==> config.mk <==
export PLATFORM = sky130hd
export DESIGN_NAME = l1_read_streamer
export DESIGN_NICKNAME = d
export VERILOG_FILES = /design/src/rtl/l1_stream_pkg.sv /design/src/rtl/l1_skid_fifo.sv /design/src/rtl/l1_read_streamer.sv
export SDC_FILE = /design/constraint.sdc
export NUM_CORES = 1
export LEC_CHECK = 0
export CAP_MARGIN = 20
export CORE_MARGIN = 2
export CORE_UTILIZATION = 35
export DETAILED_ROUTE_END_ITERATION = 8
export GPL_ROUTABILITY_DRIVEN = 0
export HOLD_SLACK_MARGIN = 0.05
export PLACE_DENSITY = 0.65
export SLEW_MARGIN = 20
export SYNTH_ARGS = -nofsm -noshare
export SYNTH_HDL_FRONTEND = slang
export SYNTH_SLANG_ARGS = --single-unit
export TNS_END_PERCENT = 20
==> constraint.sdc <==
create_clock -name clk_i -period 3.1 [get_ports clk_i]
set_input_delay 0.62 -clock clk_i [delete_from_list [all_inputs] [get_ports clk_i]]
set_output_delay 0.62 -clock clk_i [all_outputs]
set_load 0.01 [all_outputs]
==> src/rtl/l1_stream_pkg.sv <==
// Shared types and default sizing for the L1 read streamer.
// Contents:
//   L1_DATA_WIDTH / L1_LANE_COUNT / L1_DATA_DEPTH / L1_SKID_DEPTH : default configuration
//   L1_IW            : buffer row index width for the default depth
//   stream_state_e   : streamer FSM state
//   lane_row_t       : one buffer row (LANE_COUNT words, lane 0 first)
//   skid_entry_t     : row plus end-of-transfer marker as held in the skid FIFO
package l1_stream_pkg;

   localparam int L1_DATA_WIDTH = 8;
   localparam int L1_LANE_COUNT = 4;
   localparam int L1_DATA_DEPTH = 64;
   localparam int L1_SKID_DEPTH = 2;
   localparam int L1_IW         = $clog2(L1_DATA_DEPTH);

   typedef enum logic [1:0] {
      IDLE   = 2'd0,
      STREAM = 2'd1,
      DRAIN  = 2'd2
   } stream_state_e;

   typedef logic [0:L1_LANE_COUNT-1][L1_DATA_WIDTH-1:0] lane_row_t;

   typedef struct packed {
      logic      last;
      lane_row_t row;
   } skid_entry_t;

endpackage

==> src/rtl/l1_skid_fifo.sv <==
// Small circular FIFO holding rows (plus last flag) between the buffer read
// port and the PE array.
// Ports:
//   clk_i, rst_ni        : clock, async active-low reset
//   push_i, push_data_i  : write an entry (allowed at full if pop_i is also set)
//   pop_i                : consume the head entry
//   pop_data_o           : head entry, driven from storage registers only
//   full_o, empty_o      : occupancy flags
//   count_o              : registered occupancy
module l1_skid_fifo #(
   parameter  int DEPTH = 2,
   parameter  int WIDTH = 33,
   localparam int PW    = $clog2(DEPTH),
   localparam int CW    = $clog2(DEPTH + 1)
) (
   input  logic             clk_i,
   input  logic             rst_ni,
   input  logic             push_i,
   input  logic [WIDTH-1:0] push_data_i,
   input  logic             pop_i,
   output logic [WIDTH-1:0] pop_data_o,
   output logic             full_o,
   output logic             empty_o,
   output logic [CW-1:0]    count_o
);

   logic [WIDTH-1:0] mem_q [DEPTH];
   logic [PW-1:0]    wr_ptr_q, wr_ptr_d;
   logic [PW-1:0]    rd_ptr_q, rd_ptr_d;
   logic [CW-1:0]    count_q, count_d;
   logic             do_push, do_pop;

   assign full_o     = (count_q == CW'(DEPTH));
   assign empty_o    = (count_q == '0);
   assign count_o    = count_q;
   assign pop_data_o = mem_q[rd_ptr_q];

   // At full, a simultaneous pop frees the head slot, which is also the write slot.
   assign do_pop  = pop_i && !empty_o;
   assign do_push = push_i && (!full_o || do_pop);

   always_comb begin
      wr_ptr_d = wr_ptr_q;
      rd_ptr_d = rd_ptr_q;
      if (do_push) wr_ptr_d = (wr_ptr_q == PW'(DEPTH - 1)) ? '0 : wr_ptr_q + PW'(1);
      if (do_pop)  rd_ptr_d = (rd_ptr_q == PW'(DEPTH - 1)) ? '0 : rd_ptr_q + PW'(1);
      count_d = count_q + CW'(do_push) - CW'(do_pop);
   end

   always_ff @(posedge clk_i or negedge rst_ni) begin
      if (!rst_ni) begin
         for (int i = 0; i < DEPTH; i++) mem_q[i] <= '0;
         wr_ptr_q <= '0;
         rd_ptr_q <= '0;
         count_q  <= '0;
      end else begin
         if (do_push) mem_q[wr_ptr_q] <= push_data_i;
         wr_ptr_q <= wr_ptr_d;
         rd_ptr_q <= rd_ptr_d;
         count_q  <= count_d;
      end
   end

`ifndef SYNTHESIS
   always_ff @(posedge clk_i) begin
      if (rst_ni) assert (!(push_i && full_o && !pop_i));
   end
`endif

endmodule

==> src/rtl/l1_read_streamer.sv <==
// Streams a contiguous run of L1 buffer rows into the PE array over
// valid/ready. Issues buffer reads only when no buffer write is active and
// a skid FIFO slot is guaranteed for the returning data.
// Ports:
//   clk_i, rst_ni                     : clock, async active-low reset
//   start_i, base_index_i, row_count_i: transfer request (ignored while busy)
//   busy_o, done_o                    : transfer in progress / one-cycle end pulse
//   buf_rd_en_o, buf_read_index_o     : buffer read request (1-cycle latency)
//   buf_wr_active_i                   : buffer is being written this cycle
//   buf_data_out_i                    : buffer read data
//   out_valid_o, out_ready_i          : PE array handshake
//   out_data_o, out_last_o            : row payload and final-row marker
//
// state  | meaning
// IDLE   | waiting for start; done pulses here after a transfer
// STREAM | issuing reads while rows remain
// DRAIN  | all reads issued; waiting for the last row to be accepted
module l1_read_streamer
   import l1_stream_pkg::*;
#(
   parameter  int DATA_WIDTH = L1_DATA_WIDTH,
   parameter  int LANE_COUNT = L1_LANE_COUNT,
   parameter  int DATA_DEPTH = L1_DATA_DEPTH,
   parameter  int SKID_DEPTH = L1_SKID_DEPTH,
   localparam int IW         = $clog2(DATA_DEPTH)
) (
   input  logic                                 clk_i,
   input  logic                                 rst_ni,
   input  logic                                 start_i,
   input  logic [IW-1:0]                        base_index_i,
   input  logic [IW:0]                          row_count_i,
   output logic                                 busy_o,
   output logic                                 done_o,
   output logic                                 buf_rd_en_o,
   output logic [IW-1:0]                        buf_read_index_o,
   input  logic                                 buf_wr_active_i,
   input  logic [0:LANE_COUNT-1][DATA_WIDTH-1:0] buf_data_out_i,
   output logic                                 out_valid_o,
   input  logic                                 out_ready_i,
   output logic [0:LANE_COUNT-1][DATA_WIDTH-1:0] out_data_o,
   output logic                                 out_last_o
);

   localparam int EW = LANE_COUNT * DATA_WIDTH + 1;
   localparam int CW = $clog2(SKID_DEPTH + 1);

   stream_state_e state_q, state_d;
   logic [IW-1:0] rd_ptr_q, rd_ptr_d;
   logic [IW:0]   remaining_q, remaining_d;
   logic          inflight_q, inflight_last_q;
   logic          done_q, done_d;
   logic          issue, issue_last;

   logic [CW-1:0] fifo_count;
   logic          fifo_full, fifo_empty;
   logic [EW-1:0] fifo_head;
   logic          head_last, pop;
   logic [CW:0]   occupancy;
   logic          credit_ok;

   // A read is only issued if its data is guaranteed a FIFO slot: queued
   // entries plus the one possibly still returning from the buffer.
   assign occupancy = {1'b0, fifo_count} + (CW+1)'(inflight_q);
   assign credit_ok = (occupancy < (CW+1)'(SKID_DEPTH)) && !fifo_full;

   assign head_last = fifo_head[EW-1];
   assign pop       = out_valid_o && out_ready_i;

   always_comb begin
      state_d     = state_q;
      rd_ptr_d    = rd_ptr_q;
      remaining_d = remaining_q;
      done_d      = 1'b0;
      issue       = 1'b0;
      issue_last  = 1'b0;
      case (state_q)
         IDLE: begin
            if (start_i) begin
               rd_ptr_d    = base_index_i;
               remaining_d = row_count_i;
               if (row_count_i == '0) done_d  = 1'b1;
               else                   state_d = STREAM;
            end
         end
         STREAM: begin
            if ((remaining_q != '0) && !buf_wr_active_i && credit_ok) begin
               issue       = 1'b1;
               issue_last  = (remaining_q == (IW+1)'(1));
               rd_ptr_d    = (rd_ptr_q == IW'(DATA_DEPTH - 1)) ? '0 : rd_ptr_q + IW'(1);
               remaining_d = remaining_q - (IW+1)'(1);
               if (issue_last) state_d = DRAIN;
            end
         end
         DRAIN: begin
            if (pop && head_last) begin
               done_d  = 1'b1;
               state_d = IDLE;
            end
         end
         default: state_d = IDLE;
      endcase
   end

   always_ff @(posedge clk_i or negedge rst_ni) begin
      if (!rst_ni) begin
         state_q         <= IDLE;
         rd_ptr_q        <= '0;
         remaining_q     <= '0;
         inflight_q      <= 1'b0;
         inflight_last_q <= 1'b0;
         done_q          <= 1'b0;
      end else begin
         state_q         <= state_d;
         rd_ptr_q        <= rd_ptr_d;
         remaining_q     <= remaining_d;
         inflight_q      <= issue;
         inflight_last_q <= issue_last;
         done_q          <= done_d;
      end
   end

   l1_skid_fifo #(
      .DEPTH (SKID_DEPTH),
      .WIDTH (EW)
   ) u_skid (
      .clk_i       (clk_i),
      .rst_ni      (rst_ni),
      .push_i      (inflight_q),
      .push_data_i ({inflight_last_q, buf_data_out_i}),
      .pop_i       (pop),
      .pop_data_o  (fifo_head),
      .full_o      (fifo_full),
      .empty_o     (fifo_empty),
      .count_o     (fifo_count)
   );

   assign busy_o           = (state_q != IDLE);
   assign done_o           = done_q;
   assign buf_rd_en_o      = issue;
   assign buf_read_index_o = rd_ptr_q;
   assign out_valid_o      = !fifo_empty;
   assign out_data_o       = fifo_head[EW-2:0];
   // Stale slots may still carry a last flag once popped; only a valid head counts.
   assign out_last_o       = out_valid_o && head_last;

endmodule

Yosys cells after proc, flatten, opt, wreduce, memory -nomap -nowiden
Index checks and enable logic that the tools add are counted.
{ "word_totals": {"reg_bits": 88, "input_bits": 50, "output_inout_bits": 43, "wordCells": 84} }
{ "op_classes": {"n_addsub": 7, "order_cmp": 4, "eq_ne": 10, "mux": 29, "n_bitwise": 2, "reduce_logical": 21} }
{ "ops": {"columns": ["cell", "count"], "rows": [
  ["33-bit 2-to-1 mux", 4],
  ["66-bit bitwise mux", 1],
  ["33-bit demux with 1-bit select", 1],
  ["6-bit 2-to-1 mux", 3],
  ["7-bit 2-to-1 mux", 2],
  ["7-bit one-hot mux with 2 select lines", 1],
  ["6-bit one-hot mux with 2 select lines", 1],
  ["2-bit 2-to-1 mux", 5],
  ["2-bit inequality test, second input constant", 5],
  ["1-bit logical AND", 9],
  ["1-bit 2-to-1 mux", 9],
  ["7-bit by 1-bit equality test with 1-bit output, second input constant", 1],
  ["7-bit logical NOT", 1],
  ["7-bit nonzero test", 1],
  ["7-bit by 1-bit subtractor with 7-bit output, second input constant", 1],
  ["6-bit by 1-bit adder with 6-bit output, second input constant", 1],
  ["6-bit equality test, second input constant", 1],
  ["2-bit one-hot mux with 3 select lines", 1],
  ["5-bit AND reduction", 1],
  ["2-bit equality test, second input constant", 2],
  ["2-bit greater-or-equal comparator, second input constant", 2],
  ["2-bit logical NOT", 2],
  ["1-bit inverter with 2-bit output", 2],
  ["2-bit nonzero test", 2],
  ["other kinds (11)", 14]
]} }

Depth between registers and ports, before layout
Gate-level depths: netlist (run 1).
{ "logic_depth": {"word_depth": 8, "ltp_mapped": 7, "mapped_depth_nobuf": 7} }

Hierarchy
A second synthesis (run 1) with hierarchy kept.
{ "unflattened": {"cells_unflattened": 326, "hier_area_um2": 4493.1} }
{ "modules_own_cells": {"columns": ["mod", "n_inst", "cells_each", "area_per_inst_um2", "seq_area_each_um2"], "rows": [
  ["l1_skid_fifo", 1, 200, 3330.7, 1751.7],
  ["l1_read_streamer", 1, 126, 1162.4, 450.4]
]} }

Worst setup path after synthesis (run 1)
Ideal clock, no wire load.
{ "synth_timing": {"path_kind": "input -> output", "startpoint": "in buf_wr_active_i", "endpoint": "out buf_rd_en_o", "t_arrival_ps": 1355, "t_required_ps": 2480, "path_slack_ps": 1125, "cell_stages": 4, "path_buffers": 1, "path_cell_list": "a211o_1 -> a311o_1 -> buf_6 -> inv_8"} }
{ "synth_between": {"elab_chain_cells": 5} }
{ "synth_lines": {"columns": ["item", "line_no", "rtl"], "rows": [
  ["start: declaration", "l1_read_streamer.sv:36", "input logic buf_wr_active_i,"],
  ["1-bit logical NOT", "l1_read_streamer.sv:86", "if ((remaining_q != '0) && !buf_wr_active_i && credit_ok) begin"],
  ["1-bit logical AND (2 in series)", "l1_read_streamer.sv:86", null],
  ["1-bit 2-to-1 mux", "l1_read_streamer.sv:86", null],
  ["1-bit 2-to-1 mux", "l1_read_streamer.sv:76", "case (state_q)"],
  ["end: declaration", "l1_read_streamer.sv:34", "output logic buf_rd_en_o,"]
]} }
Every way passes these cells.

Worst setup path in the final report (run 1)
Same ends and word-level chain as after synthesis.

==> results of run 1 <==
==> sequential cells by signal, indices dropped and copies added, names as in the netlist, 2 cells and up <==
name / count
u_skid.mem_q: 66
remaining_q: 7
buf_read_index_o: 6
state_q: 2
u_skid.count_o: 2
==> worst reg2reg max path: stages, from the launching register on <==
cell                      delay, ps
sky130_fd_sc_hd__dfrtp_1        450
sky130_fd_sc_hd__nor4_2         270
sky130_fd_sc_hd__buf_4          170
sky130_fd_sc_hd__a311o_1        310
sky130_fd_sc_hd__buf_4          230
sky130_fd_sc_hd__nand2_1        200
sky130_fd_sc_hd__a22o_1         260
==> cell type report <==
cell class                 count  area, µm²  area share, %
clock buffer                   9      225.2          3.972
timing repair buffer         100       1028          18.14
clock inverter                 6      45.04         0.7944
sequential                    88       2202          38.83
multi-input combinational    202       1933          34.09
inverter                      12      52.55         0.9267
tap                          147      183.9          3.244
==> final timing paths <==
kind / end / cells after the start
worst max-delay path: buf_rd_en_o / 5
worst min-delay path: u_skid.mem_q[41] / 1
worst max register to register: buf_read_index_o[5] / 6
worst min register to register: u_skid.mem_q[31] / 1
max in group asynchronous: buf_read_index_o[5] / 2
min in group clk_i: u_skid.mem_q[31] / 1
==> cell families (layout without fill, tap and decap cells) <==
logic type / Yosys count / in the layout / synth area share, %
XOR/XNOR: 4 / 4 / 0.8165
flip-flops: 88 / 88 / 51.31
multiplexers: 101 / 101 / 29.04
buffers and inverters: 28 / 127 / 3.819
AO/OA/AOI/OAI: 42 / 42 / 7.057
AND/OR/NAND/NOR: 49 / 49 / 6.210
adder cells (fa/ha/maj): 6 / 6 / 1.749
==> through the flow <==
stage / hold WS (ps) / total power [mW]
floorplan: 324.4 / 3.718
global placement: 480.8 / 4.823
detailed placement: 487.1 / 4.888
CTS: 301.2 / 5.937
global route: 329.0 / 6.241
finish: 293.8 / 5.865
==> power breakdown <==
group          switching (mW)  internal (mW)  leakage [nW]  total (mW)
registers               0.328           1.68          1.05        2.01
logic                    1.08           1.78          1.24        2.85
clock network           0.464          0.541         0.124        1.00
==> synth_stat cells, types with 2 or more instances <==
cell,number
sky130_fd_sc_hd__nand3_1,8
sky130_fd_sc_hd__mux2_4,30
sky130_fd_sc_hd__nand2_1,14
sky130_fd_sc_hd__o21ai_0,10
sky130_fd_sc_hd__xnor2_1,3
sky130_fd_sc_hd__ha_1,6
sky130_fd_sc_hd__a211o_1,3
sky130_fd_sc_hd__mux2_2,68
sky130_fd_sc_hd__nand4_1,2
sky130_fd_sc_hd__and3_1,2
sky130_fd_sc_hd__mux2i_1,3
sky130_fd_sc_hd__buf_1,3
sky130_fd_sc_hd__nor2b_1,2
sky130_fd_sc_hd__buf_6,5
sky130_fd_sc_hd__clkbuf_1,3
sky130_fd_sc_hd__inv_1,10
sky130_fd_sc_hd__o32ai_1,2
sky130_fd_sc_hd__nor3_1,4
sky130_fd_sc_hd__dfrtp_1,88
sky130_fd_sc_hd__a22o_1,2
sky130_fd_sc_hd__nor2_1,8
sky130_fd_sc_hd__a21oi_1,6
sky130_fd_sc_hd__buf_4,3
sky130_fd_sc_hd__a41oi_1,2
==> layer usage <==
metal | up-vias | share of wire [%]
met1 | 1450 | 45
met4 | 0 | 1.3
met3 | 16 | 7.2
met5 | - | 0
li1 | 1343 | -
met2 | 118 | 46
==> out/results.env, run 1 <==
OUTCOME='finished, final reports clean'
ROUTE.VIAS.TOTAL=2927
REQUIRED_PS=2480
DRT-TOTAL-WL_MM=9.401
REMAINING_DRC_ERRORS=0
CLOCK_SINKS=88
SYNTH_ASYNC_SR_FLOP_SHARE_PCT=100.0
FIN_AREA_UM2=5670
SYN-NUM-NETS=374
WORST-ENDPOINT-ARRIVAL_PS=2350
GRT_MAX_DEGREE=48
FINALNONFILLERCELLS=564
POSTCTSSETUPBUFFERS=0
CTS_HOLD_BUF=0
GRT_MOST_USED_LAYER='met2'
ROUTE.DETAILED.VIAS_PER_INST=5.190
FINALWORSTSETUPSLACK_PS=134.6
WORST-SLEW-PIN-TRANSITION_PS=622.6
FLOORPLAN.ROWS=40
AVGSYNTHCELLAREA_UM2=13.50
DIE_WIDTH_UM=114.7
FINAL_LAYOUT_SIZE_SUFFIX_GT1_SHARE_PCT=31.41
CRITPATHSLOWESTCELL='sky130_fd_sc_hd__clkdlybuf4s50_1'
POST_PLACE_CELLS=549
FP.COREAREA_UM2=12010
ROUTE.DETAILED.WL_PER_INST_UM=16.67
CLOCK_TREE.BUFFER_DEPTH=2
POST_SYNTHESIS_CELLS=318
SETUP_REPAIR_AFTER_GLOBAL_ROUTING_MISSED_ITS_MARGIN='no'
YOSYSTOPAREACELLSHARE_PCT=51.31
HPWL_DETAILED_MM=6.276
RRSETUPSLACK_PS=1110
GLOBAL_ROUTE_WIRE_LENGTH_BEFORE_REPAIR_MM=15.23
GR-USAGE-MET2_PCT=24.26
WORSTSETUPPATHTYPE='input pin to output pin'
IOS=93
LAYOUT.CELLS.MOST_COMMON='sky130_fd_sc_hd__clkdlybuf4s50_1'
ANT_NETS=0
SYNTHESIS.YOSYS.WARNINGS=0
REPORT.FINAL.HOLD_VIOL_COUNT=0
GRT_USE_MET1_PCT=18.78
SETUP_VIOLATIONS=0
DETAIL_ROUTE.FIRST_PASS.ITERATIONS=4
DESIGN.FINAL.NETS=469
FILLCELLCOUNT=1099
MAIN_FLOP_TYPE_AFTER_SYNTHESIS='sky130_fd_sc_hd__dfrtp_1'
MAX_CAP_VIOL_COUNT=0
HP-CLASS='input pin to async pin'
CELLPOWERDENSITY_nW_PER_UM2=1034
ENDPOINT_KIND='output pin'
YOSYS_REGISTER_BITS=88
TRITONCTS='yes'
CRITICAL-PATH-TOP-CELL-BY-COUNT='sky130_fd_sc_hd__clkdlybuf4s50_1'
START_KIND='input pin'
DRV_SLEW=0
FIRST_GLOBAL_VIAS=3073
POST-ROUTE-MIN-PERIOD_PS=2965
SYNTH_TOP_CELLS_BY_AREA='sky130_fd_sc_hd__dfrtp_1, sky130_fd_sc_hd__mux2_2, sky130_fd_sc_hd__mux2_4, sky130_fd_sc_hd__ha_1, sky130_fd_sc_hd__buf_6'
LAYOUT_AREA_GROWTH_OVER_SYNTHESIS_PCT=32.13
PORT_BUFFERS=92
NETLIST-CELL-TYPE-COUNT=55
GRT_UTIL_ALL_LAYERS_PCT=14.94
MAXSLEWHEADROOM_PCT=58.49
WORST_IR_DROP_VDD_uV=477.6
CLOCK_TRANSITION_AT_THE_REGISTER_CLOCK_PINS_ON_THE_WORST_SETUP_AND_HOLD_PATHS_AFTER_CTS_PS=60
INITIAL_ANTENNA_VIOLATION_COUNT=0
DIE_AREA_UM2=13160
PATH_DELAY_FAMILY='buffers and inverters'
DIE_H_UM=114.7
DP_WORST_SETUP_SLACK_PS=143.5
CP_SLOWEST_STAGE_DELAY_PS=530
CTS.HTREE.LEVELS=3
USE_MET3_PCT=5.324
FINAL_CELL_MIX='sky130_fd_sc_hd__clkdlybuf4s50_1, sky130_fd_sc_hd__dfrtp_1, sky130_fd_sc_hd__mux2_2, sky130_fd_sc_hd__mux2_4, sky130_fd_sc_hd__nand2_1'
WORST_SETUP_PATH_STARTPOINT='buf_wr_active_i'
FIN_SETUP_TNS_PS=0
SYNTH-EDFF-COUNT=0
INITIAL_CORE_UTIL_PCT=35.73
WORST_SKEW_PAIR.LATE_LATENCY_PS=340
CLK_ROOT_BUFFER_CELL='sky130_fd_sc_hd__clkbuf_16'
SYNTH_TOP_AREA_CELL='sky130_fd_sc_hd__dfrtp_1'
WORST_R2R_STARTPOINT='remaining_q[3]'
FINAL.SETUP_SKEW_PS=4.168
POSTLAYOUTCOREUTIL_PCT=47.21
SEQ_AREA_FRAC_SYNTH_PCT=51.31
FINAL.PERIOD_UTILIZATION_PCT=95.66
CP.BUFFERS_INVERTERS=3
ANTENNA_CELLS_INSERTED=0
CTS_MADE_BUFFERS=9
WORSTPATHCELLLIST='clkdlybuf4s50_1 -> a211o_1 -> a311o_1 -> inv_8 -> clkdlybuf4s50_1'
CP_MAX_FO=9
PLACED_CELL_AREA_UM2=5400
GLOBALROUTE.TOTALOVERFLOW=0
CTS_RESIZED=0
FIRST_ITER_VIOLATIONS=113
MAXCLOCKFREQUENCY_MHz=337.2
SYN-CELL-AREA_UM2=4292
POWER.LEAKAGE_nW=2.416
(Power assumes the default switching activity.)
==> inputs of run 2 (changes only) <==
--- a/config.mk
+++ b/config.mk
@@ -5,6 +5,7 @@
 export SDC_FILE = /design/constraint.sdc
 export NUM_CORES = 1
 export LEC_CHECK = 0
+export ABC_AREA = 1
 export CAP_MARGIN = 20
 export CORE_MARGIN = 2
 export CORE_UTILIZATION = 35
==> out/results.env, run 2 <==
OUTCOME='finished, final reports clean'
GLOBAL_ROUTE_WIRE_LENGTH_BEFORE_REPAIR_MM=17.11
FINAL_LAYOUT_SIZE_SUFFIX_GT1_SHARE_PCT=5.100
WORST_IR_DROP_VDD_uV=411.4
DESIGN.FINAL.NETS=699
SYNTH-EDFF-COUNT=0
TRITONCTS='yes'
CTS_RESIZED=0
FINAL.PERIOD_UTILIZATION_PCT=88.08
SYNTH_ASYNC_SR_FLOP_SHARE_PCT=100.0
DIE_WIDTH_UM=114.8
CLOCK_TRANSITION_AT_THE_REGISTER_CLOCK_PINS_ON_THE_WORST_SETUP_AND_HOLD_PATHS_AFTER_CTS_PS=60
SYNTH_MOST_COMMON_CELL='sky130_fd_sc_hd__nand2_1'
CLOCK_TREE.BUFFER_DEPTH=2
GRT_MAX_DEGREE=89
REQUIRED_PS=2480
CTS.HTREE.LEVELS=3
GRT_UTIL_ALL_LAYERS_PCT=16.29
MAXSLEWHEADROOM_PCT=46.71
INTERNAL_POWER_mW=3.593
YOSYS_REGISTER_BITS=88
SYNTH_TOP_CELLS_BY_AREA='sky130_fd_sc_hd__dfrtp_1, sky130_fd_sc_hd__nand2_1, sky130_fd_sc_hd__o21ai_0, sky130_fd_sc_hd__inv_1, sky130_fd_sc_hd__nand3_1'
HPWL_DETAILED_MM=6.595
PART_OF_THE_TOTAL_POWER_DISSIPATED_IN_COMBINATIONAL_LOGIC_PCT=44.8
FINALWORSTSETUPSLACK_PS=369.7
CLK_ROOT_BUFFER_CELL='sky130_fd_sc_hd__clkbuf_16'
CP_MAX_FO=6
ROUTE.VIAS.TOTAL=3736
DRT-TOTAL-WL_MM=10.05
SYN-NUM-NETS=617
LAYOUT.CELLS.MOST_COMMON='sky130_fd_sc_hd__nand2_1'
CTS_MADE_BUFFERS=9
SETUP_VIOLATIONS=0
ANT_NETS=0
REGMOSTFLOPS='u_skid.mem_q'
SHARE_OF_THE_SYNTHESIZED_AREA_IN_COMPOUND_GATES_AO_OA_AOI_OAI_PCT=9.522
WORST_SETUP_PATH_STARTPOINT='remaining_q[0]'
POSTCTSSETUPBUFFERS=0
INITIAL_CORE_UTIL_PCT=35.77
WORST_R2R_STARTPOINT='remaining_q[0]'
ROUTE.DETAILED.VIAS_PER_INST=4.705
PORT_BUFFERS=92
MAX_CAP_VIOL_COUNT=0
CLOCK_SINKS=88
GLOBALROUTE.TOTALOVERFLOW=0
SEQUENTIAL_CELL_AREA_UM2=2202
WORST_SKEW_PAIR.LATE_LATENCY_PS=340
FINALNONFILLERCELLS=794
SYNTH_TOP_FAMILY_BY_AREA='simple AND/OR/NAND/NOR gates'
YOSYS.AREA_SHARE.SIMPLE_PCT=28.31
YOSYS-TOP-CELLS-COUNT='sky130_fd_sc_hd__nand2_1, sky130_fd_sc_hd__dfrtp_1, sky130_fd_sc_hd__o21ai_0'
ANTENNA_CELLS_INSERTED=0
ENDPOINT_KIND='output pin'
DESIGN_POWER_TOTAL_mW=5.773
POST_PLACE_CELLS=779
WORSTSETUPPATHTYPE='flip-flop to output pin'
YOSYS-MUX-AREA-FRACTION_PCT=0
CELLPOWERDENSITY_nW_PER_UM2=1029
POWER.CLOCK.FRACTION_PCT=20.4
FIN_SETUP_TNS_PS=0
SETUP_REPAIR_AFTER_GLOBAL_ROUTING_MISSED_ITS_MARGIN='no'
CTS_HOLD_BUF=0
WORST-SLEW-PIN-TRANSITION_PS=799.4
FILLCELLCOUNT=1226
DETAIL_ROUTE.FIRST_PASS.ITERATIONS=6
POWER.LEAKAGE_nW=2.868
POST_SYNTHESIS_CELLS=561
SYN-CELL-AREA_UM2=4297
REPORT.FINAL.HOLD_VIOL_COUNT=0
FINAL.SETUP_SKEW_PS=5.145
FLOORPLAN.ROWS=40
P_SW_SHARE_PCT=37.76
P_SWITCHING_mW=2.180
REMAINING_DRC_ERRORS=0
ROUTE.DETAILED.WL_PER_INST_UM=12.65
FIRST_ITER_VIOLATIONS=266
NETLIST-CELL-TYPE-COUNT=32
RRSETUPSLACK_PS=1310
DIE_AREA_UM2=13180
MULTI_INPUT_AREA_UM2=1738
FINAL_CELL_MIX='sky130_fd_sc_hd__nand2_1, sky130_fd_sc_hd__clkdlybuf4s50_1, sky130_fd_sc_hd__dfrtp_1, sky130_fd_sc_hd__o21ai_0, sky130_fd_sc_hd__inv_1'
YOSYSTOPAREACELLSHARE_PCT=51.25
WORST-ENDPOINT-ARRIVAL_PS=2110
INITIAL_ANTENNA_VIOLATION_COUNT=0
SYNTHESIS.YOSYS.WARNINGS=0
HP-CLASS='input pin to async pin'
AVGSYNTHCELLAREA_UM2=7.659
START_KIND='flip-flop'
FP.COREAREA_UM2=12010
DP_WORST_SETUP_SLACK_PS=419.3
FLIP_FLOP_COUNT_OF_THE_LARGEST_REGISTER_AFTER_LAYOUT=66
SYNTH-XOR-AREA-SHARE_PCT=0.8154
SYNTH_TOP_AREA_CELL='sky130_fd_sc_hd__dfrtp_1'
MAXCLOCKFREQUENCY_MHz=366.3
FIRST_GLOBAL_VIAS=3672
YOSYS.AREA_SHARE.ADDER_PCT=1.747
LAYOUT_AREA_GROWTH_OVER_SYNTHESIS_PCT=30.52
SEQPWRFRAC_PCT=34.8
DRV_SLEW=0
IOS=93
DIE_H_UM=114.8
POST-ROUTE-MIN-PERIOD_PS=2730
SEQ_AREA_FRAC_SYNTH_PCT=51.25
MAIN_FLOP_TYPE_AFTER_SYNTHESIS='sky130_fd_sc_hd__dfrtp_1'
-- run 2: changes by cell type after synthesis, moves of 3 or more --
| cell | before | now |
|---|---|---|
| sky130_fd_sc_hd__nor3_1 | 4 | 1 |
| sky130_fd_sc_hd__mux2_4 | 30 | 0 |
| sky130_fd_sc_hd__o21ai_1 | 0 | 4 |
| sky130_fd_sc_hd__mux2_2 | 68 | 0 |
| sky130_fd_sc_hd__buf_2 | 1 | 7 |
| sky130_fd_sc_hd__inv_1 | 10 | 50 |
| sky130_fd_sc_hd__nand3_1 | 8 | 21 |
| sky130_fd_sc_hd__nor2_1 | 8 | 22 |
| sky130_fd_sc_hd__inv_2 | 1 | 4 |
| sky130_fd_sc_hd__nand2_1 | 14 | 250 |
| sky130_fd_sc_hd__o21ai_0 | 10 | 67 |
| sky130_fd_sc_hd__mux2i_1 | 3 | 0 |
| sky130_fd_sc_hd__a211o_1 | 3 | 0 |
| sky130_fd_sc_hd__clkbuf_1 | 3 | 10 |
-- run 2: path summary, 6_finish.rpt --
kind                                  endpoint  cells after the start
min                           u_skid.mem_q[42]                      1
max                                buf_rd_en_o                      7
max reg2reg                     remaining_q[5]                      9
max in group asynchronous  buf_read_index_o[2]                      1
min reg2reg                   u_skid.mem_q[23]                      2
min in group clk_i            u_skid.mem_q[23]                      2
-- run 2: area by class of cell --
| class | instances | share of cell area (%) |
|---|---|---|
| clock buffers | 12 | 4.574 |
| repair buffers | 97 | 17.11 |
| flip-flops and latches | 88 | 39.27 |
| well taps | 147 | 3.280 |
| inverters | 54 | 3.614 |
| clock inverters | 3 | 1.160 |
| multi-input cells | 393 | 30.99 |
-- run 2: critical path: stages, from the launching register on --
cell and delay, ps:
sky130_fd_sc_hd__dfrtp_1 400, sky130_fd_sc_hd__inv_1 130, sky130_fd_sc_hd__ha_1 210, sky130_fd_sc_hd__nor3b_1 140
sky130_fd_sc_hd__nand2_1 90, sky130_fd_sc_hd__nand2_1 80, sky130_fd_sc_hd__nor2_1 140, sky130_fd_sc_hd__clkdlybuf4s50_1 580
-- run 2: through the flow --
stage / instance area [µm²] / hold slack [ps] / util (%)
after CTS: 5604 / 488.1 / 46.66
after floorplan: 4297 / 324.4 / -
after detailed placement: 5283 / 473.0 / 43.98
after global placement: 5283 / 466.2 / 43.98
after global routing: 5608 / 422.5 / 46.69
final: 5608 / 348.4 / 46.69
-- run 2: metal layers --
layer | share of wire, % | vias up | GRT usage [%]
met5 | 0 | - | 0
li1 | - | 1900 | -
met2 | 47 | 101 | 26.59
met1 | 47 | 1725 | 21.50
met3 | 4.9 | 10 | 3.005
met4 | 1.6 | 0 | 6.747
-- run 2: power groups by stage --
stage / Clock (mW) / Sequential (mW) / Combinational, mW
after floorplan: 0 / 1.96 / 1.59
after global placement: 0 / 2.00 / 2.54
after detailed placement: 0 / 2.02 / 2.62
after CTS: 1.21 / 2.01 / 2.63
after global routing: 1.24 / 2.08 / 2.95
final: 1.18 / 2.01 / 2.58
-- run 2: cells by family after synthesis --
family          Yosys count
xor+xnor                  4
flops                    88
fa+ha+maj                 6
compound gates           78
buf+inv                  80
simple gates            305
